**config.mk**
```make
export PLATFORM = sky130hd
export DESIGN_NAME = kernel_cra_responder
export DESIGN_NICKNAME = d
export VERILOG_FILES = /design/src/rtl/kernel_cra_pkg.sv /design/src/rtl/kernel_cra_cycle_counter.sv /design/src/rtl/kernel_cra_responder.sv
export SDC_FILE = /design/constraint.sdc
export NUM_CORES = 1
export LEC_CHECK = 0
export CAP_MARGIN = 5
export CORE_UTILIZATION = 51
export DETAILED_ROUTE_END_ITERATION = 8
export PLACE_DENSITY = 0.84
export SYNTH_ARGS = -nofsm -noshare
export SYNTH_HDL_FRONTEND = slang
export SYNTH_SLANG_ARGS = --single-unit
export TNS_END_PERCENT = 5
```
**constraint.sdc**
```tcl
create_clock -name kernel_clk -period 3.7 [get_ports kernel_clk]
set_input_delay 0.37 -clock kernel_clk [delete_from_list [all_inputs] [get_ports kernel_clk]]
set_output_delay 0.37 -clock kernel_clk [all_outputs]
set_load 0.005 [all_outputs]
```
**src/rtl/kernel_cra_pkg.sv**
```systemverilog
// -----------------------------------------------------------------------------
// kernel_cra_pkg
// Shared definitions for the kernel CRA responder:
//   - register word indices (decoded from address[5:3])
//   - CTRL / STATUS bit positions
//   - kernel control FSM state enum
//   - byte_merge(): byte-enable write merge for RW registers
// -----------------------------------------------------------------------------
package kernel_cra_pkg;

   localparam logic [2:0] REG_ID      = 3'd0;
   localparam logic [2:0] REG_CTRL    = 3'd1;
   localparam logic [2:0] REG_STATUS  = 3'd2;
   localparam logic [2:0] REG_ARG0    = 3'd3;
   localparam logic [2:0] REG_ARG1    = 3'd4;
   localparam logic [2:0] REG_CYCLES  = 3'd5;
   localparam logic [2:0] REG_SCRATCH = 3'd6;

   localparam int CTRL_START_BIT  = 0;
   localparam int CTRL_IRQ_EN_BIT = 1;

   localparam int STATUS_BUSY_BIT = 0;
   localparam int STATUS_DONE_BIT = 1;
   localparam int STATUS_IRQ_BIT  = 2;

   typedef enum logic [1:0] {
      IDLE = 2'd0,
      RUN  = 2'd1,
      DONE = 2'd2
   } state_t;

   // Replace only the bytes of old_val whose byteenable bit is set.
   function automatic logic [63:0] byte_merge(input logic [63:0] old_val,
                                              input logic [63:0] new_val,
                                              input logic [7:0]  be);
      logic [63:0] merged;
      merged = old_val;
      for (int i = 0; i < 8; i++) begin
         if (be[i]) merged[8*i +: 8] = new_val[8*i +: 8];
      end
      return merged;
   endfunction

endpackage

```
**src/rtl/kernel_cra_cycle_counter.sv**
```systemverilog
// -----------------------------------------------------------------------------
// kernel_cra_cycle_counter
// 64-bit saturating cycle counter for the kernel RUN interval.
// Ports:
//   clk     : rising-edge clock
//   rst_n   : synchronous active-low reset (count -> 0)
//   clear   : load 0 (takes priority over enable)
//   enable  : add 1 per cycle, sticking at all ones
//   count   : current count
// -----------------------------------------------------------------------------
module kernel_cra_cycle_counter (
   input  logic        clk,
   input  logic        rst_n,
   input  logic        clear,
   input  logic        enable,
   output logic [63:0] count
);

   always_ff @(posedge clk) begin
      if (!rst_n) begin
         count <= '0;
      end else if (clear) begin
         count <= '0;
      end else if (enable && (count != '1)) begin
         count <= count + 64'd1;
      end
   end

endmodule

```
**src/rtl/kernel_cra_responder.sv**
```systemverilog
// -----------------------------------------------------------------------------
// kernel_cra_responder
// Avalon-style CRA slave that launches a kernel and reports its completion.
//
// Parameters:
//   CRA_ID  : value returned by the ID register
//   ADDR_W  : CRA byte-address width (only address[5:3] is decoded)
// Ports:
//   kernel_clk                  : sole clock, rising edge
//   board_kernel_reset_reset_n  : synchronous active-low reset
//   address/read/write/writedata/byteenable/burstcount/debugaccess : CRA slave in
//   waitrequest/readdata/readdatavalid                             : CRA slave out
//   kernel_start                : one-cycle launch pulse
//   kernel_arg0/kernel_arg1     : live copies of ARG0/ARG1
//   kernel_done                 : completion pulse from the kernel
//   kernel_irq                  : level interrupt, DONE & IRQ_EN
//
// Build option: define KERNEL_CRA_CYCLE_COUNTER_EN to include the RUN-cycle
// counter behind the CYCLES register; otherwise CYCLES reads 0.
// -----------------------------------------------------------------------------
module kernel_cra_responder
   import kernel_cra_pkg::*;
#(
   parameter logic [63:0] CRA_ID = 64'h0000_4B52_4E4C_0001,
   parameter int          ADDR_W = 30
) (
   input  logic              kernel_clk,
   input  logic              board_kernel_reset_reset_n,
   input  logic [ADDR_W-1:0] address,
   input  logic              read,
   input  logic              write,
   input  logic [63:0]       writedata,
   input  logic [7:0]        byteenable,
   input  logic              burstcount,
   input  logic              debugaccess,
   output logic              waitrequest,
   output logic [63:0]       readdata,
   output logic              readdatavalid,
   output logic              kernel_start,
   output logic [63:0]       kernel_arg0,
   output logic [63:0]       kernel_arg1,
   input  logic              kernel_done,
   output logic              kernel_irq
);

   state_t      state_q, state_d;
   logic        wait_q;
   logic        irq_en_q;
   logic [63:0] arg0_q, arg1_q, scratch_q;
   logic [63:0] cycles;
   logic [63:0] rd_mux;
   logic [63:0] status;
   logic [2:0]  word;
   logic        accept, wr_acc, rd_acc;
   logic        start_req, done_clr, enter_run;

   // Bits outside the decoded word index, plus the fixed-value sideband
   // inputs, carry no meaning for this slave.
   logic unused_inputs;
   assign unused_inputs = ^{burstcount, debugaccess, address[ADDR_W-1:6], address[2:0]};

   // Held high through reset and for the first cycle after release.
   assign waitrequest = wait_q | ~board_kernel_reset_reset_n;

   assign word   = address[5:3];
   assign accept = ~waitrequest & (read | write);
   assign wr_acc = accept & write;
   // A simultaneous read+write is handled as a write only.
   assign rd_acc = accept & read & ~write;

   assign start_req = wr_acc && (word == REG_CTRL)   && byteenable[0] && writedata[CTRL_START_BIT];
   assign done_clr  = wr_acc && (word == REG_STATUS) && byteenable[0] && writedata[STATUS_DONE_BIT];

   assign kernel_irq  = (state_q == DONE) & irq_en_q;
   assign kernel_arg0 = arg0_q;
   assign kernel_arg1 = arg1_q;

   always_comb begin
      status                  = '0;
      status[STATUS_BUSY_BIT] = (state_q == RUN);
      status[STATUS_DONE_BIT] = (state_q == DONE);
      status[STATUS_IRQ_BIT]  = kernel_irq;
   end

   // NOTE: every combinational output gets a default before the case so no
   // path leaves it unassigned, which would otherwise infer a latch.
   always_comb begin
      state_d = state_q;
      case (state_q)
         IDLE:    if (start_req)   state_d = RUN;
         RUN:     if (kernel_done) state_d = DONE;
         DONE: begin
            if (start_req)     state_d = RUN;
            else if (done_clr) state_d = IDLE;
         end
         default: state_d = IDLE;
      endcase
   end

   assign enter_run = (state_q != RUN) && (state_d == RUN);

   always_comb begin
      rd_mux = '0;
      case (word)
         REG_ID:      rd_mux = CRA_ID;
         REG_CTRL:    rd_mux[CTRL_IRQ_EN_BIT] = irq_en_q;
         REG_STATUS:  rd_mux = status;
         REG_ARG0:    rd_mux = arg0_q;
         REG_ARG1:    rd_mux = arg1_q;
         REG_CYCLES:  rd_mux = cycles;
         REG_SCRATCH: rd_mux = scratch_q;
         default:     rd_mux = '0;
      endcase
   end

`ifdef KERNEL_CRA_CYCLE_COUNTER_EN
   kernel_cra_cycle_counter u_cycle_counter (
      .clk    (kernel_clk),
      .rst_n  (board_kernel_reset_reset_n),
      .clear  (enter_run),
      .enable (state_q == RUN),
      .count  (cycles)
   );
`else
   assign cycles = '0;
`endif

   // NOTE: sequential state uses non-blocking assignments so every register
   // samples pre-edge values regardless of statement order.
   always_ff @(posedge kernel_clk) begin
      if (!board_kernel_reset_reset_n) begin
         state_q       <= IDLE;
         wait_q        <= 1'b1;
         irq_en_q      <= 1'b0;
         arg0_q        <= '0;
         arg1_q        <= '0;
         scratch_q     <= '0;
         kernel_start  <= 1'b0;
         readdatavalid <= 1'b0;
         readdata      <= '0;
      end else begin
         state_q       <= state_d;
         wait_q        <= 1'b0;
         kernel_start  <= enter_run;
         readdatavalid <= rd_acc;
         // Status is captured from pre-edge state, so a read coinciding with
         // kernel_done still reports BUSY.
         if (rd_acc) readdata <= rd_mux;
         if (wr_acc) begin
            case (word)
               REG_CTRL:    if (byteenable[0]) irq_en_q <= writedata[CTRL_IRQ_EN_BIT];
               REG_ARG0:    arg0_q    <= byte_merge(arg0_q, writedata, byteenable);
               REG_ARG1:    arg1_q    <= byte_merge(arg1_q, writedata, byteenable);
               REG_SCRATCH: scratch_q <= byte_merge(scratch_q, writedata, byteenable);
               default:     ;
            endcase
         end
      end
   end

endmodule

```
; ---- After elaboration in Yosys (flattened, before gate mapping)
; Index checks and enable logic that the tools add are counted.
; W data, S select, Z words.
[word_totals]
out_inout_bits = 196
input_bits = 109
register_bits = 262
word_cells = 92
[op_classes]
n_mux = 9
n_bitwise = 10
n_eq_ne = 9
reduce_logical = 34
[op_table]
columns = operator, n
row1 = $pmux W62 S5, 1
row2 = $reduce_and A3 Y1, 25
row3 = $pmux W1 S5, 2
row4 = $mux W2, 4
row5 = $logic_and A1 B1 Y1, 7
row6 = $eq A3 B2 Y1 const B, 2
row7 = $eq A3 B3 Y1 const B, 2
row8 = $pmux W2 S3, 1
row9 = $and A1 B1 Y1, 5
row10 = $eq A2 B1 Y1 const B, 2
row11 = $eq A3 B1 Y1 const B, 1
row12 = $logic_not A3 Y1, 1
row13 = $not A1 Y1, 3
row14 = $eq A2 B2 Y1 const B, 1
row15 = $logic_not A2 Y1, 1
row16 = $ne A2 B1 Y1 const B, 1
row17 = $or A1 B1 Y1, 2
row18 = $mux W1, 1

; ---- Longest topological paths before layout
[logic_depth]
depth_word = 13
ltp_mapped = 8
depth_no_buf = 4

; ---- Least setup slack after synthesis
; OpenSTA, ideal clock, no wires.
[synth_path]
path_type = input-to-reg
from = in address[4]
to = reg readdata[10]
setup_time_ns = 0.117
cell_stages = 6
arrival_ns = 1.444
required_time_ns = 3.583
path_buffers = 3
setup_slack_ns = 2.139
cell_sequence = buf_2 > buf_2 > buf_2 > mux2i_1 > o21ai_0 > a22o_1
[synth_via]
elab_chain_len = 2
elab_cells_between_ends = 6
cone_classes = eq/ne (4) / mux (1) / reduce/logical (1)
[synth_rtl]
columns = item, line_no
row1 = "start, declared", kernel_cra_responder.sv:29  ; input logic [ADDR_W-1:0] address,
row2 = "$eq A3 B3 Y1, or another cell as far along", kernel_cra_responder.sv:104  ; case (word)
row3 = $pmux W62 S5 (*), kernel_cra_responder.sv:104
row4 = "end signal, assigned", kernel_cra_responder.sv:148  ; if (rd_acc) readdata <= rd_mux;
row5 = "end, declared", kernel_cra_responder.sv:37  ; output logic [63:0] readdata,
; Every way passes the cells marked *; elsewhere a longest branch is shown, timed or not.
; A chain may end at the register's enable or synchronous reset.

; ---- Final worst setup path
[layout_path]
from = in address[5]
to = reg arg1_q[10], in the netlist kernel_arg1[10]
[layout_via]
elab_chain_len = 2
[layout_rtl]
columns = item, line_no
row1 = $eq A3 B3 Y1, kernel_cra_responder.sv:150  ; case (word)
row2 = $reduce_and A3 Y1 (no source line), n/a
row3 = "end signal, assigned", kernel_cra_responder.sv:153  ; REG_ARG1: arg1_q <= byte_merge(arg1_q, writedata, byteenable);
row4 = "end, declared", kernel_cra_responder.sv:49  ; logic [63:0] arg0_q, arg1_q, scratch_q;
; No other way between the ends.

==> results_tabular.tex <==
\begin{tabular}{lr}
\hline
Metric & Value \\
\hline
\multicolumn{2}{l}{\textbf{Critical path}} \\
Path type of the worst setup path & in2reg \\
Kind of launch point of the worst setup path & input pin \\
Required time at the endpoint of the critical path & slightly above 4000 ps \\
Arrival time of data at the critical path endpoint & 2710 ps \\
CP max FO & 16 \\
Crit end category & register \\
\multicolumn{2}{l}{\textbf{Floorplanning}} \\
FP Rows & 51 \\
Horizontal extent of the die & 145 um \\
Area of the die & 21000 sq um \\
Chip height & 145 um \\
Top-level port count & between 300 and 400 \\
Area of the core & $\sim$20000 sq um \\
Initial Utilization & 0.528 \\
\multicolumn{2}{l}{\textbf{Clock network}} \\
Clock buffer count from CTS & 27 \\
Clk pin slew, worst setup/hold paths & $\sim$60 ps \\
CTS root buffer & sky130\_fd\_sc\_hd\_\_clkbuf\_16 \\
Buffers from clock root to sink, at most & 3 \\
Cells resized by post-CTS repair & 0 \\
Total number of H-tree levels & 1 \\
CTS tree & built \\
Clock tree sinks & 262 \\
Clock latency at the later pin of the worst-skew pair & 530 ps \\
Total of hold buffers inserted after clock tree synthesis & 0 \\
Post-CTS setup repair buffer count & 0 \\
\multicolumn{2}{l}{\textbf{Detailed routing}} \\
Initial drt markers & between 600 and 700 \\
Final ANT Viol Nets & 0 \\
Post-detailed-route DRC marker count & 0 \\
Per-cell routed wire length & 17.9 um \\
Length of the first detailed-routing pass in iterations & 5 \\
Total Routed Length & 31600 um \\
Vias after detailed routing & 9943 \\
Post-DR vias/cell & 5.62 \\
\multicolumn{2}{l}{\textbf{Layout}} \\
Total Nets Final & 1591 \\
Synthesis-to-layout area growth & 35.5\% \\
Finished Cell Area & 14100 sq um \\
Diodes inserted & 0 \\
Layout cell share with drive strength beyond 1 & 0.0486 \\
\multicolumn{2}{l}{\textbf{Logic synthesis}} \\
Yosys top cell area share & 0.504 \\
Largest area contributor in the netlist & sky130\_fd\_sc\_hd\_\_dfxtp\_1 \\
Syn nets & 1374 \\
Post-Synthesis Cell Area & 10400 sq um \\
Synth Warn \# & 0 \\
Mapped Avg Cell Area & 8.23 sq um \\
Synthesized instance count & 1265 \\
Top area cells in the synthesized netlist & sky130\_fd\_sc\_hd\_\_dfxtp\_1, sky130\_fd\_sc\_hd\_\_nand2\_1, sky130\_fd\_sc\_hd\_\_o21ai\_0 \\
Portion of the post-synthesis area used by sequential elements & 0.504 \\
Synth cell types & 35 \\
Total of flip-flops plus latches after synthesis & 262 \\
\multicolumn{2}{l}{\textbf{Worst hold path}} \\
Type of the tightest min-delay check & in2reg \\
\multicolumn{2}{l}{\textbf{Timing}} \\
Minimum clock period & between 2000 and 2500 ps \\
Max\_slew headroom & 0.226 \\
Hold violation total from the final report & 0 \\
Setup TNS after final layout & 0 ps \\
Fraction of the cycle the final worst path needs & 0.627 \\
Actual transition at the worst max-transition pin & 1160 ps \\
Setup violation total in the final timing report & 0 \\
Post-route clock skew & 16.9 ps \\
Max Transition Viols Final & 0 \\
Max frequency & 0.431 GHz \\
Setup repair after global routing missed its margin & no \\
\multicolumn{2}{l}{\textbf{Power and ir drop}} \\
Fraction of power consumed by combinational cells & 0.058 \\
Sequential share of power & 0.473 \\
Fraction of power spent switching nets & 0.221 \\
NetSw & 1330 uW \\
Cell Pwr Density & 427 nW/um\^{}2 \\
Design internal power & 4700 uW \\
Portion of total power attributed to the clock network & 0.470 \\
Worst voltage drop across the vdd grid & 0.394 mV \\
Leakage power of the design & 0.00512 uW \\
\multicolumn{2}{l}{\textbf{Job}} \\
Max Cap Violations & 0 \\
\multicolumn{2}{l}{\textbf{Global routing}} \\
Vias in the first global route & around 9500 \\
Pin count of the biggest net entering global routing & 85 \\
Antenna violations before repair & 0 \\
Congestion Overflow GR & 0 \\
GRT Resource Usage Total & 0.298 \\
Global-route wire length before repair & 49200 um \\
\multicolumn{2}{l}{\textbf{Placement}} \\
Detailed placer's ending HPWL & 20500 um \\
Placer congestion estimate & 0.830 \\
Placed Area & 13200 sq um \\
Count of port buffers added during placement & 275 \\
\multicolumn{2}{l}{\textbf{Run status}} \\
Result of the run & finished, final reports clean \\
\hline
\end{tabular}
## power groups by stage
stage / clock network, uW / registers [uW] / logic, uW
floorplan: 0 / 2910 / 150
finish: 2830 / 2850 / 348
global route: 2990 / 2850 / 370
global placement: 0 / 2910 / 337
detailed placement: 0 / 2910 / 341
CTS: 2870 / 2850 / 344
## registers in the layout, indices dropped and copies added (netlist names)
signal / cells
kernel_arg1: 64
wait_q: 1
kernel_start: 1
readdata: 64
readdatavalid: 1
kernel_arg0: 64
irq_en_q: 1
scratch_q: 64
state_q: 2
## per-layer routing
layer | vias to the layer above | global-route usage | wire length, um
met4 | 0 | 0.150 | 1340
met2 | 409 | 0.501 | 14800
met3 | 88 | 0.0678 | 2510
met1 | 4684 | 0.357 | 13000
li1 | 4762 | - | -
met5 | - | 0 | 0
## worst max-delay path, stage by stage
cell	delay, ps
sky130_fd_sc_hd__clkdlybuf4s50_1	760
sky130_fd_sc_hd__nor3b_4	650
sky130_fd_sc_hd__nand3_1	570
sky130_fd_sc_hd__nand3_1	230
sky130_fd_sc_hd__o21ai_0	110
## cell usage in the layout (no fill, tap or decap), types with 2 or more instances in the layout
master	Yosys	layout
sky130_fd_sc_hd__buf_4	10	18
sky130_fd_sc_hd__clkbuf_16	0	27
sky130_fd_sc_hd__nor3_1	3	3
sky130_fd_sc_hd__and3_1	17	17
sky130_fd_sc_hd__o22ai_1	16	16
sky130_fd_sc_hd__inv_1	18	18
sky130_fd_sc_hd__and2_0	2	2
sky130_fd_sc_hd__dfxtp_1	262	262
sky130_fd_sc_hd__nor2_1	11	10
sky130_fd_sc_hd__nand3_1	60	60
sky130_fd_sc_hd__and3b_1	3	2
sky130_fd_sc_hd__clkdlybuf4s50_1	0	273
sky130_fd_sc_hd__nor2b_1	3	3
sky130_fd_sc_hd__nand3b_1	2	2
sky130_fd_sc_hd__mux2i_1	56	56
sky130_fd_sc_hd__o21ai_0	214	214
sky130_fd_sc_hd__a22o_1	61	61
sky130_fd_sc_hd__a22oi_1	14	14
sky130_fd_sc_hd__a21oi_1	31	31
sky130_fd_sc_hd__clkbuf_8	0	12
sky130_fd_sc_hd__nor3_2	3	3
sky130_fd_sc_hd__clkbuf_1	48	4
sky130_fd_sc_hd__nand2_1	367	367
sky130_fd_sc_hd__bufinv_16	0	2
sky130_fd_sc_hd__nand2b_1	6	5
sky130_fd_sc_hd__clkinv_2	0	3
## cells in the mapped netlist, drive strengths merged
| cell type | instances |
|---|---|
| nor2b | 3 |
| buf | 56 |
| o22ai | 16 |
| a221oi | 1 |
| a22oi | 14 |
| nand3b | 2 |
| a21oi | 32 |
| nand2b | 6 |
| and2 | 3 |
| and3 | 17 |
| o21ai | 215 |
| nor3 | 6 |
| nor3b | 1 |
| or4bb | 1 |
| and4b | 1 |
| nand4bb | 1 |
| inv | 18 |
| and3b | 3 |
| nand4b | 1 |
| o31ai | 1 |
| a22o | 61 |
| clkbuf | 48 |
| nand3 | 60 |
| a211oi | 1 |
| nor2 | 11 |
| nand2 | 367 |
| mux2i | 56 |
| o21a | 1 |
| dfxtp | 262 |
## kinds of logic after synthesis
| group | count (synthesis) | synth area share |
|---|---|---|
| AO/OA/AOI/OAI | 342 | 0.193 |
| flip-flops | 262 | 0.504 |
| multiplexers | 56 | 0.0538 |
| AND/OR/NAND/NOR | 483 | 0.197 |
| buffers and inverters | 122 | 0.0525 |
## through the flow
stage | instances | power [uW] | hold WS, ps | utilization | setup WS, ps
finish | 1768 | 6030 | 335 | 0.715 | 1380
detailed placement | 1718 | 3250 | 445 | 0.667 | 834
floorplan | 1265 | 3060 | 428 | - | 2140
CTS | 1768 | 6060 | 348 | 0.715 | 1380
global placement | 1718 | 3250 | 442 | 0.667 | 888
global route | 1768 | 6210 | 387 | 0.715 | 1210
## final timing paths
check                                   from                            to  slack [ps]  depth (start not counted)
hold / removal    board_kernel_reset_reset_n  kernel_arg0[34]$_SDFFE_PN0P_         330                          3
setup reg to reg              wait_q$_DFF_P_  kernel_arg0[17]$_SDFFE_PN0P_        1700                          4
setup / recovery                  address[5]  kernel_arg1[10]$_SDFFE_PN0P_        1380                          5
hold reg to reg    scratch_q[6]$_SDFFE_PN0P_     scratch_q[6]$_SDFFE_PN0P_         450                          2
## cell type report
type,instances,area [sq um]
repair buffers,292,2880
well taps,265,332
multi-input cells,881,4640
inverters,18,67.6
clock buffers,43,856
flip-flops and latches,262,5250
fillers,1468,5610
clock inverters,7,91.3
Power figures use the tool's default switching activity.
